--- config.mk ---
export PLATFORM = sky130hd
export DESIGN_NAME = sqrt_round_pack_flat
export DESIGN_NICKNAME = d
export VERILOG_FILES = /design/src/rtl/sqrt_round_pack_if.sv /design/src/rtl/sqrt_round_pack.sv /design/src/flat_wrapper.sv
export SDC_FILE = /design/constraint.sdc
export NUM_CORES = 1
export LEC_CHECK = 0
export BUFFER_PORTS_ARGS = -buffer_cell sky130_fd_sc_hd__buf_2
export CAP_MARGIN = 25
export CORE_MARGIN = 5
export CORE_UTILIZATION = 40
export CTS_CLUSTER_DIAMETER = 200
export CTS_CLUSTER_SIZE = 16
export DETAILED_ROUTE_END_ITERATION = 10
export GPL_TIMING_DRIVEN = 0
export PLACE_DENSITY = 0.65
export SYNTH_ARGS = -nofsm -noshare
export SYNTH_HDL_FRONTEND = slang
export SYNTH_SLANG_ARGS = --single-unit
export TNS_END_PERCENT = 20
--- constraint.sdc ---
create_clock -name clk -period 3.8 [get_ports clk]
set_input_delay 0 -clock clk [delete_from_list [all_inputs] [get_ports clk]]
set_output_delay 0 -clock clk [all_outputs]
set_load 0.01 [all_outputs]
--- src/rtl/sqrt_round_pack_if.sv ---
`default_nettype none
// +--------------------------------------------------------------------------+
// | sqrt_round_pack_if : handshake/data bundle for the sqrt rounding stage   |
// | Optional rnd_mode field when SQRT_RND_MODES_EN is defined. Rev 1.0       |
// +--------------------------------------------------------------------------+
interface sqrt_round_pack_if #(
  parameter int SIG_WIDTH = 23,
  parameter int EXP_WIDTH = 8
);
  logic                               in_valid;
  logic                               in_ready;
  logic [SIG_WIDTH+2:0]               in_sig;
  logic [EXP_WIDTH-1:0]               in_exp;
  logic                               in_sign;
  logic                               in_is_nan;
  logic                               in_is_inf;
  logic                               in_is_zero;
`ifdef SQRT_RND_MODES_EN
  logic [1:0]                         rnd_mode;
`endif
  logic                               out_valid;
  logic                               out_ready;
  logic [SIG_WIDTH+EXP_WIDTH:0]       z;
  logic                               inexact;
  logic                               invalid;

  modport slave (
`ifdef SQRT_RND_MODES_EN
    input  rnd_mode,
`endif
    input  in_valid, in_sig, in_exp, in_sign, in_is_nan, in_is_inf, in_is_zero,
    output in_ready,
    output out_valid, z, inexact, invalid,
    input  out_ready
  );

  modport master (
`ifdef SQRT_RND_MODES_EN
    output rnd_mode,
`endif
    output in_valid, in_sig, in_exp, in_sign, in_is_nan, in_is_inf, in_is_zero,
    input  in_ready,
    input  out_valid, z, inexact, invalid,
    output out_ready
  );
endinterface
`default_nettype wire

--- src/rtl/sqrt_round_pack.sv ---
`default_nettype none
// +--------------------------------------------------------------------------+
// | sqrt_round_pack : two-stage round/special-case/pack stage of fp sqrt.    |
// | SQRT_RND_MODES_EN adds RTZ/RUP/RDN via rnd_mode (default RNE). Rev 1.0   |
// +--------------------------------------------------------------------------+
module sqrt_round_pack #(
  parameter int SIG_WIDTH = 23,
  parameter int EXP_WIDTH = 8
) (
  input  logic              clk,
  input  logic              resetn,
  sqrt_round_pack_if.slave  pipe
);
  localparam int ZW = SIG_WIDTH + EXP_WIDTH + 1;
  localparam logic [EXP_WIDTH:0] BIAS_EXT = (EXP_WIDTH+1)'((1 << (EXP_WIDTH-1)) - 1);
  localparam logic [ZW-1:0] QNAN = {1'b0, {EXP_WIDTH{1'b1}}, 1'b1, {(SIG_WIDTH-1){1'b0}}};
  localparam logic [ZW-1:0] PINF = {1'b0, {EXP_WIDTH{1'b1}}, {SIG_WIDTH{1'b0}}};

  // Stage 1 registers
  logic                 s1_valid_q, s1_valid_d;
  logic [SIG_WIDTH+2:0] s1_sig_q, s1_sig_d;
  logic [EXP_WIDTH-1:0] s1_exp_q, s1_exp_d;
  logic                 s1_sign_q, s1_sign_d;
  logic                 s1_nan_q, s1_nan_d;
  logic                 s1_inf_q, s1_inf_d;
  logic                 s1_zero_q, s1_zero_d;
`ifdef SQRT_RND_MODES_EN
  logic [1:0]           s1_rnd_q, s1_rnd_d;
`endif

  // Stage 2 registers
  logic                 s2_valid_q, s2_valid_d;
  logic [ZW-1:0]        z_q, z_d;
  logic                 inexact_q, inexact_d;
  logic                 invalid_q, invalid_d;

  logic s2_adv_w, s1_to_s2_w, in_fire_w;

  assign s2_adv_w      = !s2_valid_q | pipe.out_ready;
  assign s1_to_s2_w    = s1_valid_q & s2_adv_w;
  assign pipe.in_ready = !s1_valid_q | s1_to_s2_w;
  assign in_fire_w     = pipe.in_valid & pipe.in_ready;

  always_comb begin
    s1_valid_d = in_fire_w | (s1_valid_q & !s1_to_s2_w);
    s1_sig_d   = s1_sig_q;
    s1_exp_d   = s1_exp_q;
    s1_sign_d  = s1_sign_q;
    s1_nan_d   = s1_nan_q;
    s1_inf_d   = s1_inf_q;
    s1_zero_d  = s1_zero_q;
`ifdef SQRT_RND_MODES_EN
    s1_rnd_d   = s1_rnd_q;
`endif
    if (in_fire_w) begin
      s1_sig_d  = pipe.in_sig;
      s1_exp_d  = pipe.in_exp;
      s1_sign_d = pipe.in_sign;
      s1_nan_d  = pipe.in_is_nan;
      s1_inf_d  = pipe.in_is_inf;
      s1_zero_d = pipe.in_is_zero;
`ifdef SQRT_RND_MODES_EN
      s1_rnd_d  = pipe.rnd_mode;
`endif
    end
  end

  // Rounding and exponent halving on the S1 contents
  logic                 lsb_w, g_w, s_w, inc_w;
  logic [SIG_WIDTH:0]   mant_w;
  logic [SIG_WIDTH+1:0] mant_inc_w;
  logic [EXP_WIDTH:0]   exp_sum_w;
  logic [EXP_WIDTH-1:0] e_res_w;
  logic [1:0]           unused_bits_w;

  always_comb begin
    lsb_w  = s1_sig_q[2];
    g_w    = s1_sig_q[1];
    s_w    = s1_sig_q[0];
    mant_w = s1_sig_q[SIG_WIDTH+2:2];
    inc_w  = g_w & (s_w | lsb_w);
`ifdef SQRT_RND_MODES_EN
    // Finite roots are positive, so RUP rounds away from zero and RDN truncates.
    case (s1_rnd_q)
      2'b00:   inc_w = g_w & (s_w | lsb_w);
      2'b10:   inc_w = g_w | s_w;
      default: inc_w = 1'b0;
    endcase
`endif
    mant_inc_w = {1'b0, mant_w} + {{(SIG_WIDTH+1){1'b0}}, inc_w};
    exp_sum_w  = {1'b0, s1_exp_q} + BIAS_EXT;
    e_res_w    = exp_sum_w[EXP_WIDTH:1];
  end

  assign unused_bits_w = {mant_inc_w[SIG_WIDTH], exp_sum_w[0]};

  always_comb begin
    s2_valid_d = s2_valid_q;
    z_d        = z_q;
    inexact_d  = inexact_q;
    invalid_d  = invalid_q;
    if (s2_adv_w) begin
      s2_valid_d = s1_valid_q;
    end
    if (s1_to_s2_w) begin
      inexact_d = 1'b0;
      invalid_d = 1'b0;
      if (s1_nan_q) begin
        z_d = QNAN;
      end else if (s1_zero_q) begin
        z_d = {s1_sign_q, {(ZW-1){1'b0}}};
      end else if (s1_sign_q) begin
        z_d       = QNAN;
        invalid_d = 1'b1;
      end else if (s1_inf_q) begin
        z_d = PINF;
      end else begin
        inexact_d = g_w | s_w;
        if (mant_inc_w[SIG_WIDTH+1]) begin
          z_d = {1'b0, e_res_w + EXP_WIDTH'(1), {SIG_WIDTH{1'b0}}};
        end else begin
          z_d = {1'b0, e_res_w, mant_inc_w[SIG_WIDTH-1:0]};
        end
      end
    end
  end

  always_ff @(posedge clk or negedge resetn) begin
    if (!resetn) begin
      s1_valid_q <= 1'b0;
      s1_sig_q   <= '0;
      s1_exp_q   <= '0;
      s1_sign_q  <= 1'b0;
      s1_nan_q   <= 1'b0;
      s1_inf_q   <= 1'b0;
      s1_zero_q  <= 1'b0;
`ifdef SQRT_RND_MODES_EN
      s1_rnd_q   <= 2'b00;
`endif
      s2_valid_q <= 1'b0;
      z_q        <= '0;
      inexact_q  <= 1'b0;
      invalid_q  <= 1'b0;
    end else begin
      s1_valid_q <= s1_valid_d;
      s1_sig_q   <= s1_sig_d;
      s1_exp_q   <= s1_exp_d;
      s1_sign_q  <= s1_sign_d;
      s1_nan_q   <= s1_nan_d;
      s1_inf_q   <= s1_inf_d;
      s1_zero_q  <= s1_zero_d;
`ifdef SQRT_RND_MODES_EN
      s1_rnd_q   <= s1_rnd_d;
`endif
      s2_valid_q <= s2_valid_d;
      z_q        <= z_d;
      inexact_q  <= inexact_d;
      invalid_q  <= invalid_d;
    end
  end

  assign pipe.out_valid = s2_valid_q;
  assign pipe.z         = z_q;
  assign pipe.inexact   = inexact_q;
  assign pipe.invalid   = invalid_q;
endmodule
`default_nettype wire

--- src/flat_wrapper.sv ---
// flat-port wrapper written by rule: the top's interface ports become plain ports
module sqrt_round_pack_flat 
#(
  parameter int SIG_WIDTH = 23,
  parameter int EXP_WIDTH = 8
)
  (clk, resetn, pipe_in_valid, pipe_in_sig, pipe_in_exp, pipe_in_sign, pipe_in_is_nan, pipe_in_is_inf, pipe_in_is_zero, pipe_in_ready, pipe_out_valid, pipe_z, pipe_inexact, pipe_invalid, pipe_out_ready);
  sqrt_round_pack_if #(.SIG_WIDTH(SIG_WIDTH), .EXP_WIDTH(EXP_WIDTH)) pipe_i ();
  input  logic clk;
  input  logic resetn;
  input wire logic [$bits(pipe_i.in_valid)-1:0] pipe_in_valid;
  input wire logic [$bits(pipe_i.in_sig)-1:0] pipe_in_sig;
  input wire logic [$bits(pipe_i.in_exp)-1:0] pipe_in_exp;
  input wire logic [$bits(pipe_i.in_sign)-1:0] pipe_in_sign;
  input wire logic [$bits(pipe_i.in_is_nan)-1:0] pipe_in_is_nan;
  input wire logic [$bits(pipe_i.in_is_inf)-1:0] pipe_in_is_inf;
  input wire logic [$bits(pipe_i.in_is_zero)-1:0] pipe_in_is_zero;
  output wire logic [$bits(pipe_i.in_ready)-1:0] pipe_in_ready;
  output wire logic [$bits(pipe_i.out_valid)-1:0] pipe_out_valid;
  output wire logic [$bits(pipe_i.z)-1:0] pipe_z;
  output wire logic [$bits(pipe_i.inexact)-1:0] pipe_inexact;
  output wire logic [$bits(pipe_i.invalid)-1:0] pipe_invalid;
  input wire logic [$bits(pipe_i.out_ready)-1:0] pipe_out_ready;
  assign pipe_i.in_valid = pipe_in_valid;
  assign pipe_i.in_sig = pipe_in_sig;
  assign pipe_i.in_exp = pipe_in_exp;
  assign pipe_i.in_sign = pipe_in_sign;
  assign pipe_i.in_is_nan = pipe_in_is_nan;
  assign pipe_i.in_is_inf = pipe_in_is_inf;
  assign pipe_i.in_is_zero = pipe_in_is_zero;
  assign pipe_in_ready = pipe_i.in_ready;
  assign pipe_out_valid = pipe_i.out_valid;
  assign pipe_z = pipe_i.z;
  assign pipe_inexact = pipe_i.inexact;
  assign pipe_invalid = pipe_i.invalid;
  assign pipe_i.out_ready = pipe_out_ready;
  sqrt_round_pack #(.SIG_WIDTH(SIG_WIDTH), .EXP_WIDTH(EXP_WIDTH)) u_core (.clk(clk), .resetn(resetn), .pipe(pipe_i));
endmodule
==> Word level (Yosys, flattened, before mapping) <==
Index checks and enable logic that the tools add are counted.
{ "totals": {"inputBits": 42, "elab_cells": 38, "regBits": 74, "out_inout_bits": 36} }
{ "classes": {"reduce_logical": 3, "add_sub_neg": 3, "mux": 12, "n_bitwise": 9} }
{ "ops": {"columns": ["op", "n"], "rows": [
  ["2-to-1 mux 32 bit", 4],
  ["2-to-1 mux 31 bit", 1],
  ["adder 24 x 1 -> 25 bit", 1],
  ["adder 8 x 7 -> 9 bit, second input constant", 1],
  ["adder 8 x 1 -> 8 bit, second input constant", 1],
  ["2-to-1 mux 1 bit", 7],
  ["OR 1 bit", 5],
  ["bitwise AND 1 bit", 4],
  ["zero test 1 bit", 3]
]} }

==> Longest topological paths before layout <==
{ "depth": {"depth_word": 8, "ltp_mapped": 11, "depth_no_buf": 10} }

==> Worst setup path before layout <==
Ideal clock, no wire load.
{ "synth_path": {"path_kind": "reg-to-reg", "start": "register u_core.s1_sig_q[0]", "end": "register u_core.z_q[28], in the netlist u_core.pipe.z[28]", "required_ns": 3.640, "path_stages_with_launch": 11, "slack_ns": 1.116, "setup_time_ns": 0.160, "arrival_ns": 2.524, "period_less_slack_ns": 2.684, "path_cell_list": "dfrtp_1 > o21a_1 > ha_1 > ha_1 > nand4_1 > or3_4 > or4_4 > buf_6 > a211oi_2 > xor2_1 > a21oi_1"} }
{ "synth_between": {"elab_chain_len": 8} }
{ "synth_lines": {"columns": ["element", "line", "text"], "rows": [
  ["start: declaration", "sqrt_round_pack.sv:21", "logic [SIG_WIDTH+2:0] s1_sig_q, s1_sig_d;"],
  ["start signal: assignment", "sqrt_round_pack.sv:146", "s1_sig_q <= s1_sig_d;"],
  ["OR 1 bit", "sqrt_round_pack.sv:81", "inc_w = g_w & (s_w | lsb_w);"],
  ["bitwise AND 1 bit", "sqrt_round_pack.sv:81", null],
  ["adder 24 x 1 -> 25 bit", "sqrt_round_pack.sv:90", "mant_inc_w = {1'b0, mant_w} + {{(SIG_WIDTH+1){1'b0}}, inc_w};"],
  ["2-to-1 mux 31 bit", "sqrt_round_pack.sv:119", "if (mant_inc_w[SIG_WIDTH+1]) begin"],
  ["2-to-1 mux 32 bit", "sqrt_round_pack.sv:115", "end else if (s1_inf_q) begin"],
  ["2-to-1 mux 32 bit", "sqrt_round_pack.sv:112", "end else if (s1_sign_q) begin"],
  ["2-to-1 mux 32 bit", "sqrt_round_pack.sv:110", "end else if (s1_zero_q) begin"],
  ["2-to-1 mux 32 bit", "sqrt_round_pack.sv:108", "if (s1_nan_q) begin"],
  ["end signal: assignment", "sqrt_round_pack.sv:156", "z_q <= z_d;"],
  ["end: declaration", "sqrt_round_pack.sv:33", "logic [ZW-1:0] z_q, z_d;"]
]} }
Every way passes these cells.
A chain may end at the register's enable or synchronous reset.

==> Worst setup path in the final report <==
{ "layout_path": {"start": "register u_core.s1_sig_q[0]", "end": "register u_core.z_q[19], in the netlist u_core.pipe.z[19]"} }
The elaborated chain is that of the path after synthesis.

==> flow_summary.yaml <==
finish:
  multiInputGateArea_sq_um: 1595
  final_common_cell: "buf_2"
  register_area_sq_um: 1852
  utilization_pct: 54.53
  fin_nets: 497
  fin_cells: 564
  layout_common_cells: "buf_2, dfrtp_1, nand2_1"
  num_antenna_cells: 0
  n_fill_cell: 793
  syn2layout_area_growth_pct: 34.16
  final_layout_size_suffix_gt1_share_pct: 31.58
synth:
  synth_ff_type: "dfrtp_1"
  ys_ff_latch: 74
  synth-async-reset-ratio_pct: 100.0
  yosysSeqAreaShare_pct: 52.50
  synth_nets: 365
  yosysTopAreaCell: "dfrtp_1"
  synthCells: 319
  yosysTopAreaCellShare_pct: 52.50
  syn_area_sq_um: 3527
  synthTopCellsByArea: "dfrtp_1, mux2_2, nand2_1"
  post_synth.cell_area_avg_sq_um: 11.06
  ys_types: 46
  synth_edf_count: 0
  ys_warn_count: 0
sta:
  min_period_ps: 3044
  fin_skew_ps: 8.304
  drv_slew: 0
  fin_setup_tns_ps: 0
  rsz0062_at_grt: "no"
  finalSetupViolations: 0
  post-route-period-util_pct: 80.11
  holdWs_ps: 158.6
  max_clock_freq_ghz: 0.3285
  hold_viol: 0
  worst_pin_slew_ps: 655.5
  slew_headroom_pct: 55.89
global_route:
  grt_max_degree: 41
  overflow: 0
  grt_pass1_vias: 2941
  grt_pass1_wl_mm: 14.07
  track_usage_pct: 15.63
  antenna_found_initial: 0
setup_path:
  crit_fanout: 10
  cp_slowest_cell: "or4_4"
  critPathMaxStageDelay_ps: 550
  worstPathRequired_ps: 4000
  crit_chain: "o21a_1, ha_1, ha_1, nand4_1, or3_4, or4_4, nand2_1, clkbuf_1, o21ai_0"
  critPathMostFrequentCell: "ha_1"
  rrSetupSlack_ps: 760
  crit_type: "reg2reg"
  cp_top_family: "simple AND/OR/NAND/NOR gates"
  cp-end-kind: "register"
  r2r.worst_path.cells: 9
  arrival_ps: 3250
  start_kind: "register"
  cp_num_buf_inv: 1
  cp_num_cells: 9
power:
  power.density_nw_per_um2: 448.6
  power_mw: 2.123
  peakVddDrop_mv: 0.1948
  cellLeakagePower_nw: 2.116
floorplanning:
  io_pins: 78
  dieArea_sq_um: 10800
  core_area_sq_um: 8678
  fp.dieW_um: 103.9
  start_util_pct: 40.64
  die_y_um: 103.9
  rows: 34
detailed_routing:
  drc_errors: 0
  firstDrtPassIters: 4
  viasPerCell: 5.021
  antenna_left: 0
  wl_per_cell_um: 14.37
  first_iter_violations: 66
  dr_total_vias: 2832
  drt_wl_total_mm: 8.105
clock_network:
  htree_levels: 3
  cts_made_buffers: 9
  cts_resized: 0
  cts_root_buffer: "clkbuf_8"
  clk-insertion-delay-late_ps: 340
  clk_pin_slew_ps: 80
  cts_tree: "done"
  clockBufferDepth: 2
  clkSinkCount: 74
placement:
  gp_congestion: 0.7440
  port_buffers: 77
  dp_hpwl_mm: 5.836
  dp_cells: 506
job:
  drv_cap: 0
run_status:
  status: "completed"
worst_hold_path:
  hp-class: "in2async"
## cell usage after synthesis (2+ instances only)
master,number
a21oi_1,7
a32o_1,2
and4_1,2
buf_6,2
clkbuf_1,7
dfrtp_1,74
ha_1,4
inv_1,6
mux2_2,38
nand2_1,43
nand2b_1,4
nand3_1,12
nand3b_1,2
nand4_1,2
nor2_1,16
nor2b_1,3
nor3_1,3
nor4_1,3
o21ai_0,30
or4_1,2
xnor2_1,15
xor2_1,18
## worst paths after layout
| kind | start | to |
|---|---|---|
| max reg2reg | u_core.s1_sig_q[0]$_DFFE_PN0P_ | u_core.pipe.z[19]$_DFFE_PN0P_ |
| max | u_core.s1_sig_q[0]$_DFFE_PN0P_ | u_core.pipe.z[19]$_DFFE_PN0P_ |
| min in group clk | pipe_in_sig[11] | u_core.s1_sig_q[11]$_DFFE_PN0P_ |
| min | resetn | u_core.s1_sig_q[5]$_DFFE_PN0P_ |
| min reg2reg | u_core.pipe.inexact$_DFFE_PN0P_ | u_core.pipe.inexact$_DFFE_PN0P_ |
| max in group asynchronous | resetn | u_core.pipe.z[17]$_DFFE_PN0P_ |
## cell families after synthesis
logic type / Yosys count / synth area share [%]
and+or+nand+nor: 103 / 14.86
DFF: 74 / 52.50
AOI/OAI and AO/OA: 49 / 8.337
muxes: 39 / 12.42
xor gates and xnor gates: 33 / 8.194
buffers and inverters: 17 / 2.270
adders and majority gates: 4 / 1.419
## layout make-up
class / instances / area share (%)
inverters: 6 / 0.4759
clock buffers: 12 / 3.490
plain buffers: 11 / 1.216
multi-input cells: 228 / 33.71
repair buffers: 121 / 17.58
well taps: 108 / 2.856
clock inverters: 4 / 1.534
flip-flops and latches: 74 / 39.13
## routing by layer
layer	vias to the layer above	part of all wire [%]	track usage, %	wire (um)
li1	1388	-	-	-
met1	1364	45	20.37	3654
met2	70	49	25.50	3935
met3	10	5.3	4.283	426
met4	0	1.1	4.533	88
met5	-	0	0	0
## power by group
| part | switching [mW] | leakage (nW) | internal (mW) |
|---|---|---|---|
| registers | 0.101 | 0.903 | 0.892 |
| clock network | 0.283 | 0.119 | 0.423 |
| logic | 0.203 | 1.09 | 0.220 |
## sequential cells by signal, indices dropped and copies added (netlist names)
name	cells
u_core.pipe.invalid	1
u_core.s1_inf_q	1
u_core.s1_sig_q	26
u_core.s1_nan_q	1
u_core.s1_sign_q	1
u_core.pipe.z	32
u_core.s1_zero_q	1
u_core.pipe.inexact	1
u_core.s1_exp_q	8
u_core.pipe.out_valid	1
u_core.s1_valid_q	1
## repair_timing
item                                   in CTS  in global routing
endpoints found under the hold margin      83                  0
setup buffers                               0                  0
hold buffers                               42                  0
## per-stage QoR
stage	instance area (sq um)	setup WS (ps)
floorplan	3527	1116
global placement	4048	747.9
detailed placement	4074	742.9
CTS	4732	737.5
global route	4732	522.0
finish	4732	755.9
Note: power is estimated with default switching activity, not from simulation.
